===== config.mk =====
export PLATFORM = sky130hd
export DESIGN_NAME = mem_arbiter_flat
export DESIGN_NICKNAME = d
export VERILOG_FILES = /design/src/rtl/rv32ima_pkg.sv /design/src/rtl/datapath_if.sv /design/src/rtl/mem_lane_align.sv /design/src/rtl/mem_arbiter.sv /design/src/flat_wrapper.sv
export SDC_FILE = /design/constraint.sdc
export NUM_CORES = 1
export LEC_CHECK = 0
export ABC_AREA = 1
export BUFFER_PORTS_ARGS = -buffer_cell sky130_fd_sc_hd__buf_2
export CAP_MARGIN = 20
export CORE_UTILIZATION = 50
export CTS_BUF_LIST = sky130_fd_sc_hd__clkbuf_2 sky130_fd_sc_hd__clkbuf_4 sky130_fd_sc_hd__clkbuf_8
export CTS_CLUSTER_SIZE = 20
export DETAILED_ROUTE_END_ITERATION = 10
export HOLD_SLACK_MARGIN = 0.1
export PLACE_DENSITY = 0.8
export REMOVE_ABC_BUFFERS = 1
export SLEW_MARGIN = 25
export SYNTH_ARGS = -nofsm -noshare
export SYNTH_HDL_FRONTEND = slang
export SYNTH_SLANG_ARGS = --single-unit

===== constraint.sdc =====
create_clock -name clk -period 1.7 [get_ports clk]
set_input_delay 0.17 -clock clk [delete_from_list [all_inputs] [get_ports clk]]
set_output_delay 0.17 -clock clk [all_outputs]
set_load 0.05 [all_outputs]

===== src/rtl/rv32ima_pkg.sv =====
// Shared encodings for the memory arbiter: load/store width codes and arbiter FSM states.
package rv32ima_pkg;
  localparam int LDST_WIDTH_W = 2;
  localparam logic [LDST_WIDTH_W-1:0] LDST_BYTE = 2'd0;
  localparam logic [LDST_WIDTH_W-1:0] LDST_HALF = 2'd1;
  localparam logic [LDST_WIDTH_W-1:0] LDST_WORD = 2'd2;

  localparam logic [31:0] TIMEOUT_DATA = 32'hDEAD_BEEF;

  typedef enum logic [1:0] {IDLE, IACC, DACC, RESP} arb_state_t;
endpackage


===== src/rtl/datapath_if.sv =====
// Datapath <-> memory arbiter bundle; the arbiter uses the mem modport.
interface datapath_if;
  logic [31:0] imem_addr;
  logic        imem_ren;
  logic        dmem_wen;
  logic        dmem_ren;
  logic [31:0] dmem_store;
  logic [31:0] dmem_addr;
  logic [rv32ima_pkg::LDST_WIDTH_W-1:0] dmem_width;
  logic [31:0] imem_load;
  logic        ihit;
  logic        dhit;
  logic [31:0] dmem_load;

  modport mem (
    input  imem_addr, imem_ren, dmem_wen, dmem_ren, dmem_store, dmem_addr, dmem_width,
    output imem_load, ihit, dhit, dmem_load
  );
  modport dp (
    output imem_addr, imem_ren, dmem_wen, dmem_ren, dmem_store, dmem_addr, dmem_width,
    input  imem_load, ihit, dhit, dmem_load
  );
endinterface


===== src/rtl/mem_lane_align.sv =====
// Byte-lane steering: write strobes, store replication, load extraction and misalign detect.
module mem_lane_align
  import rv32ima_pkg::*;
(
  input  logic [1:0]              byte_off,
  input  logic [LDST_WIDTH_W-1:0] width,
  input  logic [31:0]             store,
  input  logic [31:0]             raw_load,
  output logic [3:0]              wstrb,
  output logic [31:0]             wdata,
  output logic [31:0]             load,
  output logic                    misalign
);
  logic [3:0][7:0]  lanes;
  logic [1:0][15:0] halves;

  assign lanes  = raw_load;
  assign halves = raw_load;

  // Loads are zero-extended; sign extension belongs to the datapath.
  always_comb begin
    wstrb    = 4'b1111;
    wdata    = store;
    load     = raw_load;
    misalign = |byte_off;
    case (width)
      LDST_BYTE: begin
        wstrb    = 4'b0001 << byte_off;
        wdata    = {4{store[7:0]}};
        load     = {24'h0, lanes[byte_off]};
        misalign = 1'b0;
      end
      LDST_HALF: begin
        wstrb    = byte_off[1] ? 4'b1100 : 4'b0011;
        wdata    = {2{store[15:0]}};
        load     = {16'h0, halves[byte_off[1]]};
        misalign = byte_off[0];
      end
      default: ;
    endcase
  end
endmodule


===== src/rtl/mem_arbiter.sv =====
// Single-port RAM arbiter between instruction fetch and data access, data first.
// Optional wait-cycle abort enabled by defining MEM_ARB_TIMEOUT_EN.
module mem_arbiter
  import rv32ima_pkg::*;
#(
  parameter int TIMEOUT_CYCLES = 255
) (
  input  logic        clk,
  input  logic        nrst,
  datapath_if.mem     dp,
  output logic        ram_req,
  output logic        ram_wen,
  output logic [31:0] ram_addr,
  output logic [3:0]  ram_wstrb,
  output logic [31:0] ram_store,
  input  logic [31:0] ram_load,
  input  logic        ram_ready,
  output logic        dmem_misalign
);
  arb_state_t state_q, state_d;
  logic [31:0] addr_q, store_q, imem_load_q, dmem_load_q, lane_load;
  logic [LDST_WIDTH_W-1:0] width_q;
  logic wen_q, is_d_q, take_d, take_i, mis, timeout;

  mem_lane_align u_align (
    .byte_off (addr_q[1:0]),
    .width    (width_q),
    .store    (store_q),
    .raw_load (ram_load),
    .wstrb    (ram_wstrb),
    .wdata    (ram_store),
    .load     (lane_load),
    .misalign (mis)
  );

`ifdef MEM_ARB_TIMEOUT_EN
  localparam int CNT_W = $clog2(TIMEOUT_CYCLES + 1);
  logic [CNT_W-1:0] wait_q;

  always_ff @(posedge clk or negedge nrst)
    if (!nrst)                     wait_q <= '0;
    else if (ram_req && !ram_ready) wait_q <= wait_q + 1'b1;
    else                           wait_q <= '0;

  assign timeout = ram_req && !ram_ready && (wait_q == CNT_W'(TIMEOUT_CYCLES - 1));
`else
  // No abort path: the RAM is trusted to answer eventually.
  assign timeout = 1'b0 && (TIMEOUT_CYCLES > 0);
`endif

  always_comb begin
    state_d = state_q;
    take_d  = 1'b0;
    take_i  = 1'b0;
    case (state_q)
      IDLE:
        if (dp.dmem_ren || dp.dmem_wen) begin
          state_d = DACC;
          take_d  = 1'b1;
        end else if (dp.imem_ren) begin
          state_d = IACC;
          take_i  = 1'b1;
        end
      IACC: if (ram_ready || timeout) state_d = RESP;
      DACC: if (mis || ram_ready || timeout) state_d = RESP;
      default: state_d = IDLE;
    endcase
  end

  always_ff @(posedge clk or negedge nrst) begin
    if (!nrst) begin
      state_q     <= IDLE;
      addr_q      <= '0;
      store_q     <= '0;
      width_q     <= '0;
      wen_q       <= 1'b0;
      is_d_q      <= 1'b0;
      imem_load_q <= '0;
      dmem_load_q <= '0;
    end else begin
      state_q <= state_d;
      if (take_d) begin
        addr_q  <= dp.dmem_addr;
        store_q <= dp.dmem_store;
        width_q <= dp.dmem_width;
        wen_q   <= dp.dmem_wen;
        is_d_q  <= 1'b1;
      end else if (take_i) begin
        addr_q  <= dp.imem_addr;
        store_q <= '0;
        width_q <= LDST_WORD;
        wen_q   <= 1'b0;
        is_d_q  <= 1'b0;
      end
      if (state_q == IACC) begin
        if (ram_ready)    imem_load_q <= ram_load;
        else if (timeout) imem_load_q <= TIMEOUT_DATA;
      end
      if (state_q == DACC) begin
        if (mis)            dmem_load_q <= '0;
        else if (ram_ready) dmem_load_q <= lane_load;
        else if (timeout)   dmem_load_q <= TIMEOUT_DATA;
      end
    end
  end

  // Misaligned data accesses never reach the RAM.
  assign ram_req       = (state_q == IACC) || (state_q == DACC && !mis);
  assign ram_wen       = wen_q;
  assign ram_addr      = {addr_q[31:2], 2'b00};
  assign dp.ihit       = (state_q == RESP) && !is_d_q;
  assign dp.dhit       = (state_q == RESP) && is_d_q;
  assign dmem_misalign = (state_q == RESP) && is_d_q && mis;
  assign dp.imem_load  = imem_load_q;
  assign dp.dmem_load  = dmem_load_q;
endmodule


===== src/flat_wrapper.sv =====
// flat-port wrapper written by rule: the top's interface ports become plain ports
module mem_arbiter_flat import rv32ima_pkg::*;
#(
  parameter int TIMEOUT_CYCLES = 255
)
  (clk, nrst, ram_req, ram_wen, ram_addr, ram_wstrb, ram_store, ram_load, ram_ready, dmem_misalign, dp_imem_addr, dp_imem_ren, dp_dmem_wen, dp_dmem_ren, dp_dmem_store, dp_dmem_addr, dp_dmem_width, dp_imem_load, dp_ihit, dp_dhit, dp_dmem_load);
  datapath_if dp_i ();
  input  logic clk;
  input  logic nrst;
  output logic ram_req;
  output logic ram_wen;
  output logic [31:0] ram_addr;
  output logic [3:0] ram_wstrb;
  output logic [31:0] ram_store;
  input  logic [31:0] ram_load;
  input  logic ram_ready;
  output logic dmem_misalign;
  input wire logic [$bits(dp_i.imem_addr)-1:0] dp_imem_addr;
  input wire logic [$bits(dp_i.imem_ren)-1:0] dp_imem_ren;
  input wire logic [$bits(dp_i.dmem_wen)-1:0] dp_dmem_wen;
  input wire logic [$bits(dp_i.dmem_ren)-1:0] dp_dmem_ren;
  input wire logic [$bits(dp_i.dmem_store)-1:0] dp_dmem_store;
  input wire logic [$bits(dp_i.dmem_addr)-1:0] dp_dmem_addr;
  input wire logic [$bits(dp_i.dmem_width)-1:0] dp_dmem_width;
  output wire logic [$bits(dp_i.imem_load)-1:0] dp_imem_load;
  output wire logic [$bits(dp_i.ihit)-1:0] dp_ihit;
  output wire logic [$bits(dp_i.dhit)-1:0] dp_dhit;
  output wire logic [$bits(dp_i.dmem_load)-1:0] dp_dmem_load;
  assign dp_i.imem_addr = dp_imem_addr;
  assign dp_i.imem_ren = dp_imem_ren;
  assign dp_i.dmem_wen = dp_dmem_wen;
  assign dp_i.dmem_ren = dp_dmem_ren;
  assign dp_i.dmem_store = dp_dmem_store;
  assign dp_i.dmem_addr = dp_dmem_addr;
  assign dp_i.dmem_width = dp_dmem_width;
  assign dp_imem_load = dp_i.imem_load;
  assign dp_ihit = dp_i.ihit;
  assign dp_dhit = dp_i.dhit;
  assign dp_dmem_load = dp_i.dmem_load;
  mem_arbiter #(.TIMEOUT_CYCLES(TIMEOUT_CYCLES)) u_core (.clk(clk), .nrst(nrst), .dp(dp_i), .ram_req(ram_req), .ram_wen(ram_wen), .ram_addr(ram_addr), .ram_wstrb(ram_wstrb), .ram_store(ram_store), .ram_load(ram_load), .ram_ready(ram_ready), .dmem_misalign(dmem_misalign));
endmodule

## Yosys cells after proc, flatten, opt, wreduce, memory -nomap -nowiden

Cells that the tools add are included.

- Register bits after elaboration: 134
- Input port bits: 136
- Output and inout port bits: 137
- Word-level logic and storage cells: 65

- Order comparisons: 2
- Eq/ne operators: 7
- Shifts and indexed selects: 1
- Multiplexer cells: 30
- Reductions and logical operators: 17

Operators with widths:

| cell | count |
|---|---|
| 32-bit two-way mux | 6 |
| 32-bit one-hot mux with 2 select lines | 2 |
| 16-bit two-way mux | 2 |
| 8-bit binary-select mux with 2-bit select | 1 |
| 2-bit two-way mux | 6 |
| 1-bit two-way mux | 8 |
| 8-bit two-way mux | 1 |
| 4-bit one-hot mux with 2 select lines | 1 |
| 2-bit one-hot mux with 3 select lines | 1 |
| 2-bit by 1-bit == test with 1-bit output (second input constant) | 2 |
| 2-bit == test (second input constant) | 2 |
| 1-bit logical AND | 4 |
| 2-bit zero test | 2 |
| 4-bit two-way mux | 1 |
| 2-bit AND reduction | 2 |
| 2-bit nonzero test | 2 |
| 1-bit by 2-bit left shift with 4-bit output (first input constant) | 1 |
| 1-bit logical OR | 3 |
| 2-bit by 3-bit less-than comparator with 1-bit output (second input constant) | 1 |
| 3-bit by 2-bit != test with 1-bit output (second input constant) | 1 |
| 3-bit AND reduction | 1 |
| 1-bit zero test | 2 |
| 1-bit by 2-bit less-than comparator with 1-bit output (second input constant) | 1 |
| 2-bit by 1-bit != test with 1-bit output (second input constant) | 1 |
| other kinds (3) | 3 |

## Longest topological paths before layout

Gate-level depths: netlist of run 1.

- Depth in word-level cells: 5
- Gate-level depth with buffers: 10
- Gate-level depth less buffers: 8

## Cells and area by module

A second synthesis of run 1 with hierarchy kept.

- Cell total of the unflattened synthesis: 919
- Area, all modules: 7071.8 um2

Modules (own cells, without submodules):

| module | instances | cells an instance | area each (um2) | sequential area each (um2) |
|---|---|---|---|---|
| mem_arbiter | 1 | 699 | 6082.1 | 3353.2 |
| mem_lane_align | 1 | 220 | 989.7 | 0.0 |

## Least setup slack after synthesis of run 1

OpenSTA, ideal clock, no wires.

- Path kind: reg-to-output
- Start point: register u_core.width_q[1]
- End point: output port ram_store[10]
- Arrival time: 1847 ps
- Required time: 1530 ps
- Slack: -317 ps
- Stages on the path, launching flop included: 5
- Buffers on the path: 2
- Cell sequence: dfrtp_1 > buf_2 > nor2_1 > buf_4 > o21ai_0

- Cells in the longest elaborated chain, start to end: 2
- Elaborated cells on any way between the ends: 3
- Those cells by class: 1 x eq/ne; 1 x mux; 1 x reduce/logical

Ends and longest elaborated chain:

| what | line | source |
|---|---|---|
| start, declared | mem_arbiter.sv:22 | `logic [LDST_WIDTH_W-1:0] width_q;` |
| start signal, assigned | mem_arbiter.sv:85 | `width_q <= dp.dmem_width;` |
| 2-bit by 1-bit == test with 1-bit output / 2-bit zero test (equally long branches) | mem_lane_align.sv:26 | `case (width)` |
| 32-bit one-hot mux with 2 select lines * | mem_lane_align.sv:26 |  |
| end, declared | flat_wrapper.sv:14 | `output logic [31:0] ram_store;` |

Every way passes the cells marked *; elsewhere a longest branch is shown, timed or not.

## Worst setup path in the final report of run 1

- Start point: register u_core.width_q[1]
- End point: output port ram_store[28]

Same word-level chain as after synthesis.

==> flow_summary.yaml, run 1 <==
outcome:
  status: "finished, violations left"
  violations: "negative setup slack"
sta:
  rsz0062_at_grt: "yes"
  drv_slew: 0
  fmax_mhz: 546
  clock_skew_ns: 0.0202
  hold_viol: 0
  setup_viol: 22
  min_period_ns: 1.83
  fin_ws_ns: -0.132
  min_period_over_period_pct: 108
global_route:
  grt_max_degree: 74
  grt_use_total_pct: 38.7
  grt_pass1_wl_um: 38100
  antenna_found_initial: 0
  first_global_vias: 7270
  overflow: 0
route:
  drtIter0Drc: 737
  vias: 7285
  ant_nets: 0
  routedWlPerCell_um: 19.1
  wl_um: 25300
  drc: 0
  viasPerCell: 5.50
  dr.pass1.iters: 7
cts:
  clkTransAtPathRegs_ns: 0.09
  cts_tree: "yes"
  clkSinkCount: 134
  numCtsBuffers: 17
  clk_path_buf_depth: 2
  htreeDepth: 4
  clk_latency_ns: 0.47
  cts-root-buf: "clkbuf_8"
yosys:
  ys_seq_area_share_pct: 52.0
  syn_avg_cell_area_um2: 8.41
  ys_ff_latch: 134
  synth_area_mm2: 0.00645
  syn_inst: 767
  synthDistinctLibCells: 28
  yosysTopAreaCellShare_pct: 52.0
  synth_area_leaders: "dfrtp_1, nand2_1, o21ai_0"
  yosys_warnings: 0
  synth_top_cell_by_area: "dfrtp_1"
worst_setup_path:
  endpoint_kind: "output port"
  arrival_ns: 1.66
  r2r_cells: 6
  r2r-end: "u_core.addr_q[9]$_DFFE_PN0P_"
  required_ns: 1.53
  r2r_start: "u_core.state_q[0]$_DFFE_PN0P_"
  start_kind: "flop"
  worstPathMaxFanout: 8
  worstSetupPathType: "flop to output port"
  r2r_setup_slack_ns: 0.05
die:
  core.rowCount: 41
  die-area_mm2: 0.0134
  die_w_um: 116
  die_y_um: 116
  core_mm2: 0.0126
  io_pins: 273
  initial_core_util_pct: 51.1
finish:
  diodes: 0
  nFillCells: 750
  regArea_mm2: 0.00336
  fin_util_pct: 80.3
  final_layout_size_suffix_gt1_share_pct: 35.4
  area_growth_pct: 57.1
  multi_input_area_mm2: 0.00267
  layout.nets: 1280
power:
  powerDensity_mw_per_mm2: 2330
  p_total_uw: 23600
  peakVddDrop_mv: 1.46
  p_leak_uw: 0.00522
min_path:
  hold_path_class: "input pin to flop"
  hold_depth: 6
  worstHoldStart: "dp_dmem_ren"
  min_to: "u_core.state_q[0]$_DFFE_PN0P_"
placed_design:
  gp_congestion: 0.827
  dpl.hpwl_um: 13700
  port_buffers: 270
flow_run:
  maxCapViolCount: 0
[through the flow]
| step | std cells | setup TNS (ns) | area [um2] | worst slack (ns) | hold slack, ns |
|---|---|---|---|---|---|
| floorplan | 689 | -50.24 | 5940 | -0.690 | -0.126 |
| global placement | 1152 | 0 | 7770 | 0.135 | 0.188 |
| detailed placement | 1152 | 0 | 7770 | 0.0726 | 0.186 |
| CTS | 1318 | -2.13 | 9770 | -0.118 | 0.109 |
| global route | 1324 | -3.42 | 10100 | -0.207 | 0.173 |
| finish | 1324 | -2.06 | 10100 | -0.132 | 0.139 |
[cell type report]
type                            count  share of cell area (%)
Timing Repair Buffer              431                    32.3
Sequential cell                   134                    33.1
Clock inverter                      9                    1.00
Inverter                           59                    2.24
Clock buffer                       23                    2.88
Tap cell                          172                    2.12
Multi-Input combinational cell    496                    26.3
[cells by family after synthesis]
group                      Yosys count  share of synthesized area [%]
DFF                                134                           52.0
other                                1                         0.0582
adders and majority gates            5                          0.970
buffers and inverters              138                           11.4
and+or+nand+nor                    309                           18.8
muxes                               16                           2.79
AOI/OAI and AO/OA                  164                           14.0
[flip-flops by register name, summed over array words and instances, names as in the netlist]
| register | cells |
|---|---|
| u_core.ram_wen | 1 |
| u_core.width_q | 2 |
| u_core.is_d_q | 1 |
| u_core.dp.dmem_load | 32 |
| u_core.addr_q | 32 |
| u_core.store_q | 32 |
| u_core.state_q | 2 |
| u_core.dp.imem_load | 32 |
[how the worst max path moves through the flow]
stage                                           to  depth (start not counted)  slack [ns]                          start
6_report                             ram_store[28]                          5       -0.13  u_core.width_q[1]$_DFFE_PN0P_
3_3_place_gp   u_core.dp.dmem_load[31]$_DFFE_PN0P_                          5        0.14  u_core.width_q[1]$_DFFE_PN0P_
2_1_floorplan       u_core.store_q[16]$_DFFE_PN0P_                          6       -0.69  u_core.state_q[0]$_DFFE_PN0P_
5_1_grt                              ram_store[27]                          5       -0.21  u_core.width_q[1]$_DFFE_PN0P_
3_5_place_dp          u_core.addr_q[3]$_DFFE_PN0P_                          8        0.07  u_core.state_q[0]$_DFFE_PN0P_
4_1_cts                              ram_store[28]                          5       -0.12  u_core.width_q[1]$_DFFE_PN0P_
[critical path: stages, from the launching register on]
cell and delay (ns):
dfrtp_2 0.50, nor2_4 0.15, buf_12 0.18, nand2_2 0.09
o221ai_2 0.08, buf_6 0.19
[repair_timing]
item | in CTS | in global routing
hold buffers | 133 | 0
setup endpoints to repair | 30 | 82
pin swaps | 1 | 9
resized for setup | 94 | 85
setup buffers | 0 | 8
hold endpoints to repair | 259 | 0
gates cloned | 1 | 0
[routing by layer]
metal | track usage, % | up-vias | wire length [um]
met5 | 0 | - | 0
met4 | 29.3 | 0 | 1910
met3 | 12.4 | 170 | 2230
met2 | 63.0 | 567 | 12400
met1 | 42.4 | 3375 | 8750
li1 | - | 3173 | -
[placed cells by master (no fill, tap or decap), types with 12 or more instances in the layout]
master	count
clkbuf_8	19
dlygate4sd3_1	133
buf_12	12
o21ai_1	31
nand3_1	13
buf_4	14
buf_6	31
mux2_2	16
inv_1	52
dfrtp_1	131
nand2_1	234
buf_2	237
nor2_1	34
o21ai_0	88
[cell usage after synthesis (all sizes together)]
cell / n
dfrtp: 134
clkbuf: 10
a21oi: 4
nand2: 253
conb: 1
a22o: 8
ha: 5
o21ai: 133
mux2: 16
o221ai: 8
a22oi: 1
nor2: 41
buf: 69
nand4: 2
o22ai: 10
inv: 59
nand3: 13
[report_power, final]
part / internal, uW / switching (uW) / total [uW]
clock: 1430 / 1290 / 2720
sequential: 4700 / 1040 / 5740
combinational: 4360 / 10800 / 15200
No activity file was read; power rests on OpenSTA's default activity.
==> run 2, diff against run 1 <==
- ABC_AREA: 1 -> default
==> run 2 against run 1 <==
  * The run still ends with negative setup slack left
  * Power rose by 7.1%
  * Worst setup slack worse by 0.12 ns
  * Global-route usage is 1.3 points lower
  * Final area increased by 2.6%
  * Critical endpoint is now ram_store[9]
  * Largest cell class is now buffers
==> flow_summary.yaml, run 2 <==
die:
  initial_core_util_pct: 51.6
  die_y_um: 117
  core.rowCount: 41
  io_pins: 273
  die_w_um: 117
  die-area_mm2: 0.0136
  core_mm2: 0.0127
sta:
  fin_ws_ns: -0.252
  timing.hold.ws_ns: 0.180
  setup_viol: 34
  rsz0062_at_grt: "yes"
  drv_slew: 0
  min_period_ns: 1.95
  min_period_over_period_pct: 115
  fmax_mhz: 512
  hold_viol: 0
  clock_skew_ns: 0.0159
finish:
  final_layout_size_suffix_gt1_share_pct: 41.8
  layout.nets: 1188
  nFillCells: 690
  final_common_cell: "buf_2"
  layout_common_cells: "buf_2, dlygate4sd3_1, dfrtp_1, nand2_1, o21ai_0"
  regArea_mm2: 0.00336
  multi_input_area_mm2: 0.00290
  fin_util_pct: 81.7
  area_growth_pct: 58.5
cts:
  cts_tree: "yes"
  clk_path_buf_depth: 2
  htreeDepth: 4
  clkSinkCount: 134
  cts-root-buf: "clkbuf_8"
  clkTransAtPathRegs_ns: 0.08
  clk_latency_ns: 0.47
  numCtsBuffers: 17
power:
  powerDensity_mw_per_mm2: 2440
  peakVddDrop_mv: 2.13
  p_leak_uw: 0.00511
  p_total_uw: 25300
route:
  drc: 0
  drtIter0Drc: 723
  viasPerCell: 5.80
  dr.pass1.iters: 5
  wl_um: 27400
  vias: 7152
  ant_nets: 0
  routedWlPerCell_um: 22.2
flow_run:
  maxCapViolCount: 0
global_route:
  first_global_vias: 7078
  grt_use_total_pct: 37.3
  overflow: 0
  grt_pass1_wl_um: 37600
  antenna_found_initial: 2
  grt_max_degree: 52
yosys:
  yosysTopAreaCellShare_pct: 51.1
  yosys_warnings: 0
  synthDistinctLibCells: 39
  synth_top_cell_by_area: "dfrtp_1"
  synthTopCellsByCount: "dfrtp_1, nand2_1, o21ai_0, buf_4, mux2_2"
  ys_ff_latch: 134
  yosysMostFrequentCell: "dfrtp_1"
  synth_area_leaders: "dfrtp_1, mux2_2, nand2_1"
  syn_inst: 658
  synth_area_mm2: 0.00656
  syn_avg_cell_area_um2: 9.97
  async_reset_ff_share_pct: 100
  ys_seq_area_share_pct: 51.1
  synth_edf_count: 0
  synth_flop_cell: "dfrtp_1"
outcome:
  violations: "negative setup slack"
  status: "finished, violations left"
worst_setup_path:
  arrival_ns: 1.78
  start_kind: "flop"
  required_ns: 1.53
  worstSetupPathType: "flop to output port"
  worstPathMaxFanout: 8
  endpoint_kind: "output port"
placed_design:
  dpl.hpwl_um: 13500
  gp_congestion: 0.850
  port_buffers: 270
min_path:
  hold_path_class: "input pin to flop"
==> run 2: changes by cell type in the layout (fill, tap and decap cells not counted), moves of 9 or more <==
| cell | previous run | this run |
|---|---|---|
| inv_1 | 52 | 10 |
| nand3b_1 | 0 | 9 |
| nand2_1 | 234 | 121 |
| o21ai_0 | 88 | 40 |
| mux2_2 | 16 | 32 |
| a31oi_1 | 0 | 23 |
| a21oi_1 | 3 | 12 |
| and2_1 | 0 | 9 |
| mux2_4 | 0 | 9 |
| nand2_4 | 9 | 0 |
| a22o_1 | 8 | 34 |
| o21ai_1 | 31 | 4 |
| buf_4 | 14 | 29 |
==> run 2: kinds of logic (layout without fill, tap and decap cells) <==
family / Yosys count / count (layout) / share of synthesized area [%]
and+or+nand+nor: 213 / 213 / 14.4
AOI/OAI and AO/OA: 159 / 159 / 16.2
DFF: 134 / 134 / 51.1
buffers and inverters: 96 / 497 / 8.93
adders and majority gates: 5 / 5 / 0.954
muxes: 50 / 50 / 8.41
other: 1 / 4 / 0.0572
==> run 2: report_power, final <==
part / total (uW) / internal (uW) / switching (uW)
sequential: 6010 / 4750 / 1260
combinational: 16600 / 5510 / 11100
clock: 2680 / 1350 / 1330
==> run 2: worst paths after layout <==
kind | slack (ns) | end | start | cells past startpoint
worst max-delay path | -0.25 | ram_store[9] | u_core.width_q[1]$_DFFE_PN0P_ | 4
worst min-delay path | 0.18 | u_core.addr_q[30]$_DFFE_PN0P_ | dp_imem_addr[30] | 3
worst max register to register | -0.06 | u_core.addr_q[8]$_DFFE_PN0P_ | u_core.state_q[0]$_DFFE_PN0P_ | 6
worst min register to register | 0.47 | u_core.dp.dmem_load[29]$_DFFE_PN0P_ | u_core.dp.dmem_load[29]$_DFFE_PN0P_ | 2
max in group asynchronous | 0.87 | u_core.dp.imem_load[8]$_DFFE_PN0P_ | nrst | 3
min in group asynchronous | 0.20 | u_core.dp.imem_load[29]$_DFFE_PN0P_ | nrst | 2
==> run 2: area by class of cell <==
type / count / share of cell area, %
timing repair buffer: 454 / 33.5
sequential: 134 / 32.3
multi-input combinational: 429 / 27.9
clock buffer: 19 / 2.46
tap: 172 / 2.07
clock inverter: 13 / 1.26
inverter: 11 / 0.397
antenna: 2 / 0.0482
==> run 2: critical path: stages (launching register included) <==
cell and delay (ns):
dfrtp_2 0.49, nor2_4 0.13, buf_12 0.16, mux2_4 0.36, buf_8 0.17
==> run 2: metal layers <==
layer,up-vias,global-route usage (%),routed length [um]
met5,-,0,0
met4,0,24.4,1930
met3,164,9.24,2890
met2,560,64.6,13200
met1,3400,40.9,9340
li1,3028,-,-
==> run 2: stage by stage <==
stage	std cells	cell area (um2)	setup WS, ns	TNS (ns)
global placement	1053	8030	0.141	0
CTS	1226	10100	-0.184	-3.80
finish	1234	10400	-0.252	-4.59
detailed placement	1053	8030	0.0898	0
global route	1234	10400	-0.275	-5.57
floorplan	574	6020	-1.65	-125.78
==> run 2: repair_timing <==
action | CTS | global route
endpoints found under the setup margin | 32 | 84
endpoints found under the hold margin | 265 | 0
buffers inserted | 9 | 4
gates resized for setup | 82 | 58
pin swaps | 1 | 9
hold buffers | 132 | 0
cloned | 0 | 2
==> run 3, diff against run 2 <==
--- a/config.mk
+++ b/config.mk
@@ -11,2 +11,3 @@
 export CTS_BUF_LIST = sky130_fd_sc_hd__clkbuf_2 sky130_fd_sc_hd__clkbuf_4 sky130_fd_sc_hd__clkbuf_8
+export CTS_CLUSTER_DIAMETER = 60
 export CTS_CLUSTER_SIZE = 20
==> constraint.sdc (replaced) <==
create_clock -name clk -period 1.7 [get_ports clk]
set_input_delay 0.085 -clock clk [delete_from_list [all_inputs] [get_ports clk]]
set_output_delay 0.085 -clock clk [all_outputs]
set_load 0.05 [all_outputs]
==> run 3 against run 2 <==
  * Clock power up 4%
  * Flip-flop and latch count unchanged
  * Wire length decreased by 7.0%
  * Utilization is 2.3 points lower
  * Worst setup slack improved by 0.17 ns
  * Sequential share of layout area up 0.95 points
  * First-iteration DRC count down 8.7%
  * The run still ends with negative setup slack left
  * Final cell count is 0.89% lower
  * Worst hold slack lost 0.073 ns
  * Clock skew is essentially flat
  * Final area fell by 2.9%
  * Sequential power down 2%
==> flow_summary.yaml, run 3 (same netlist as run 2, synthesis figures left out) <==
outcome:
  status: "finished, violations left"
  violations: "negative setup slack"
die:
  die_y_um: 117
  die-area_mm2: 0.0136
  initial_core_util_pct: 51.6
  die_w_um: 117
  core_mm2: 0.0127
  io_pins: 273
  core.rowCount: 41
sta:
  fmax_mhz: 561
  fin_ws_ns: -0.0812
  setup_viol: 21
  rsz0062_at_grt: "yes"
  min_period_ns: 1.78
  hold_viol: 0
  tns_ns: -1.18
  min_period_over_period_pct: 105
  drv_slew: 0
  clock_skew_ns: 0.0155
global_route:
  overflow: 0
  grt.met3_usage_pct: 10.6
  grt_max_degree: 50
  grt_use_total_pct: 37.5
  gr-max-usage-layer: "met2"
  use_met1_pct: 41.5
  grt_pass1_wl_um: 37100
  antenna_found_initial: 1
  first_global_vias: 6905
  use_met2_pct: 63.9
route:
  drc: 0
  wl_um: 25500
  vias: 6990
  routedWlPerCell_um: 20.8
  ant_nets: 0
  dr.pass1.iters: 5
  viasPerCell: 5.72
  drtIter0Drc: 660
worst_setup_path:
  arrival_ns: 1.70
  required_ns: 1.62
  r2r-end: "u_core.addr_q[26]$_DFFE_PN0P_"
  r2r_start: "u_core.state_q[1]$_DFFE_PN0P_"
  endpoint_kind: "output port"
  start_kind: "flop"
  worstSetupPathType: "flop to output port"
  worstPathMaxFanout: 8
  r2r_cells: 6
  r2r_setup_slack_ns: 0.01
cts:
  numCtsBuffers: 17
  cts-root-buf: "clkbuf_8"
  clk_path_buf_depth: 2
  htreeDepth: 4
  clkTransAtPathRegs_ns: 0.08
  clk_latency_ns: 0.46
  cts_tree: "yes"
  clkSinkCount: 134
finish:
  final_layout_size_suffix_gt1_share_pct: 39.0
  final_common_cell: "buf_2"
  nFillCells: 724
  instances_no_fill: 1223
  postLayoutCellArea_mm2: 0.0101
  layout_common_cells: "buf_2, dlygate4sd3_1, dfrtp_1, nand2_1, o21ai_0"
  area_growth_pct: 53.9
  layout.nets: 1181
placed_design:
  dp_slack_ns: 0.0490
  dp_cells: 1050
  dpl.hpwl_um: 13600
  placed_cell_area_mm2: 0.00799
  port_buffers: 270
  gp_congestion: 0.820
power:
  p_leak_uw: 0.00502
  powerDensity_mw_per_mm2: 2400
  peakVddDrop_mv: 2.00
min_path:
  hold_path_class: "input pin to asynchronous set/reset pin"
flow_run:
  maxCapViolCount: 0
-- run 3: cell types whose count changed in the layout (fill, tap and decap cells not counted), moves of 4 or more --
cell and change:
a221oi_1 +4, a221oi_2 -4, a31oi_1 +5, a31oi_2 -5, buf_4 +4, buf_6 -12
clkbuf_8 +5, clkinv_2 -5
-- run 3: stage by stage --
stage | utilization [%] | hold slack [ns] | total power [uW]
finish | 79.4 | 0.107 | 24200
global route | 79.4 | 0.108 | 25200
CTS | 78.1 | 0.105 | 23100
detailed placement | 62.8 | 0.0225 | 19400
floorplan | - | -0.211 | 15400
global placement | 62.8 | 0.0250 | 19200
-- run 3: critical path, stage by stage, from the launching register on --
cell and delay, ns:
dfrtp_2 0.46, nor2_4 0.15, buf_12 0.15, mux2_4 0.32
buf_8 0.16
-- run 3: repair_timing --
action | in CTS | in global routing
hold buffers | 133 | 0
pin swaps | 1 | 2
setup endpoints to repair | 30 | 56
setup buffers | 4 | 4
endpoints found under the hold margin | 266 | 0
gates cloned | 0 | 2
gates resized for setup | 63 | 25
-- run 3: per-layer routing --
metal | up-vias | part of all wire (%)
met5 | - | 0
met4 | 0 | 6.0
met3 | 131 | 9.3
met2 | 521 | 49
met1 | 3336 | 36
li1 | 3002 | -
-- run 3: worst max-delay path by stage --
| stage | slack (ns) | startpoint | cells after the start | end |
|---|---|---|---|---|
| final | -0.08 | u_core.width_q[0]$_DFFE_PN0P_ | 4 | ram_store[8] |
| after global routing | -0.15 | u_core.width_q[0]$_DFFE_PN0P_ | 4 | ram_store[30] |
| after CTS | -0.08 | u_core.width_q[1]$_DFFE_PN0P_ | 4 | ram_store[10] |
| after detailed placement | 0.05 | u_core.state_q[1]$_DFFE_PN0P_ | 6 | u_core.addr_q[0]$_DFFE_PN0P_ |
| after global placement | 0.07 | u_core.state_q[1]$_DFFE_PN0P_ | 6 | u_core.addr_q[0]$_DFFE_PN0P_ |
| after floorplan | -1.65 | u_core.state_q[1]$_DFFE_PN0P_ | 4 | u_core.store_q[0]$_DFFE_PN0P_ |
-- run 3: area by class of cell --
class / count / area [um2] / share of cell area [%]
sequential: 134 / 3360 / 33.3
timing repair buffer: 447 / 3330 / 33.0
multi-input combinational: 429 / 2740 / 27.2
clock buffer: 26 / 339 / 3.36
tap: 172 / 215 / 2.13
clock inverter: 3 / 65.1 / 0.644
inverter: 11 / 41.3 / 0.409
antenna: 1 / 2.50 / 0.0248
-- run 3: power breakdown --
part / internal [uW] / switching [uW] / leakage, uW
registers: 4750 / 1150 / 0.00164
logic: 4950 / 10600 / 0.00318
clock network: 1560 / 1210 / 0.000211
total: 11300 / 12900 / 0.00502
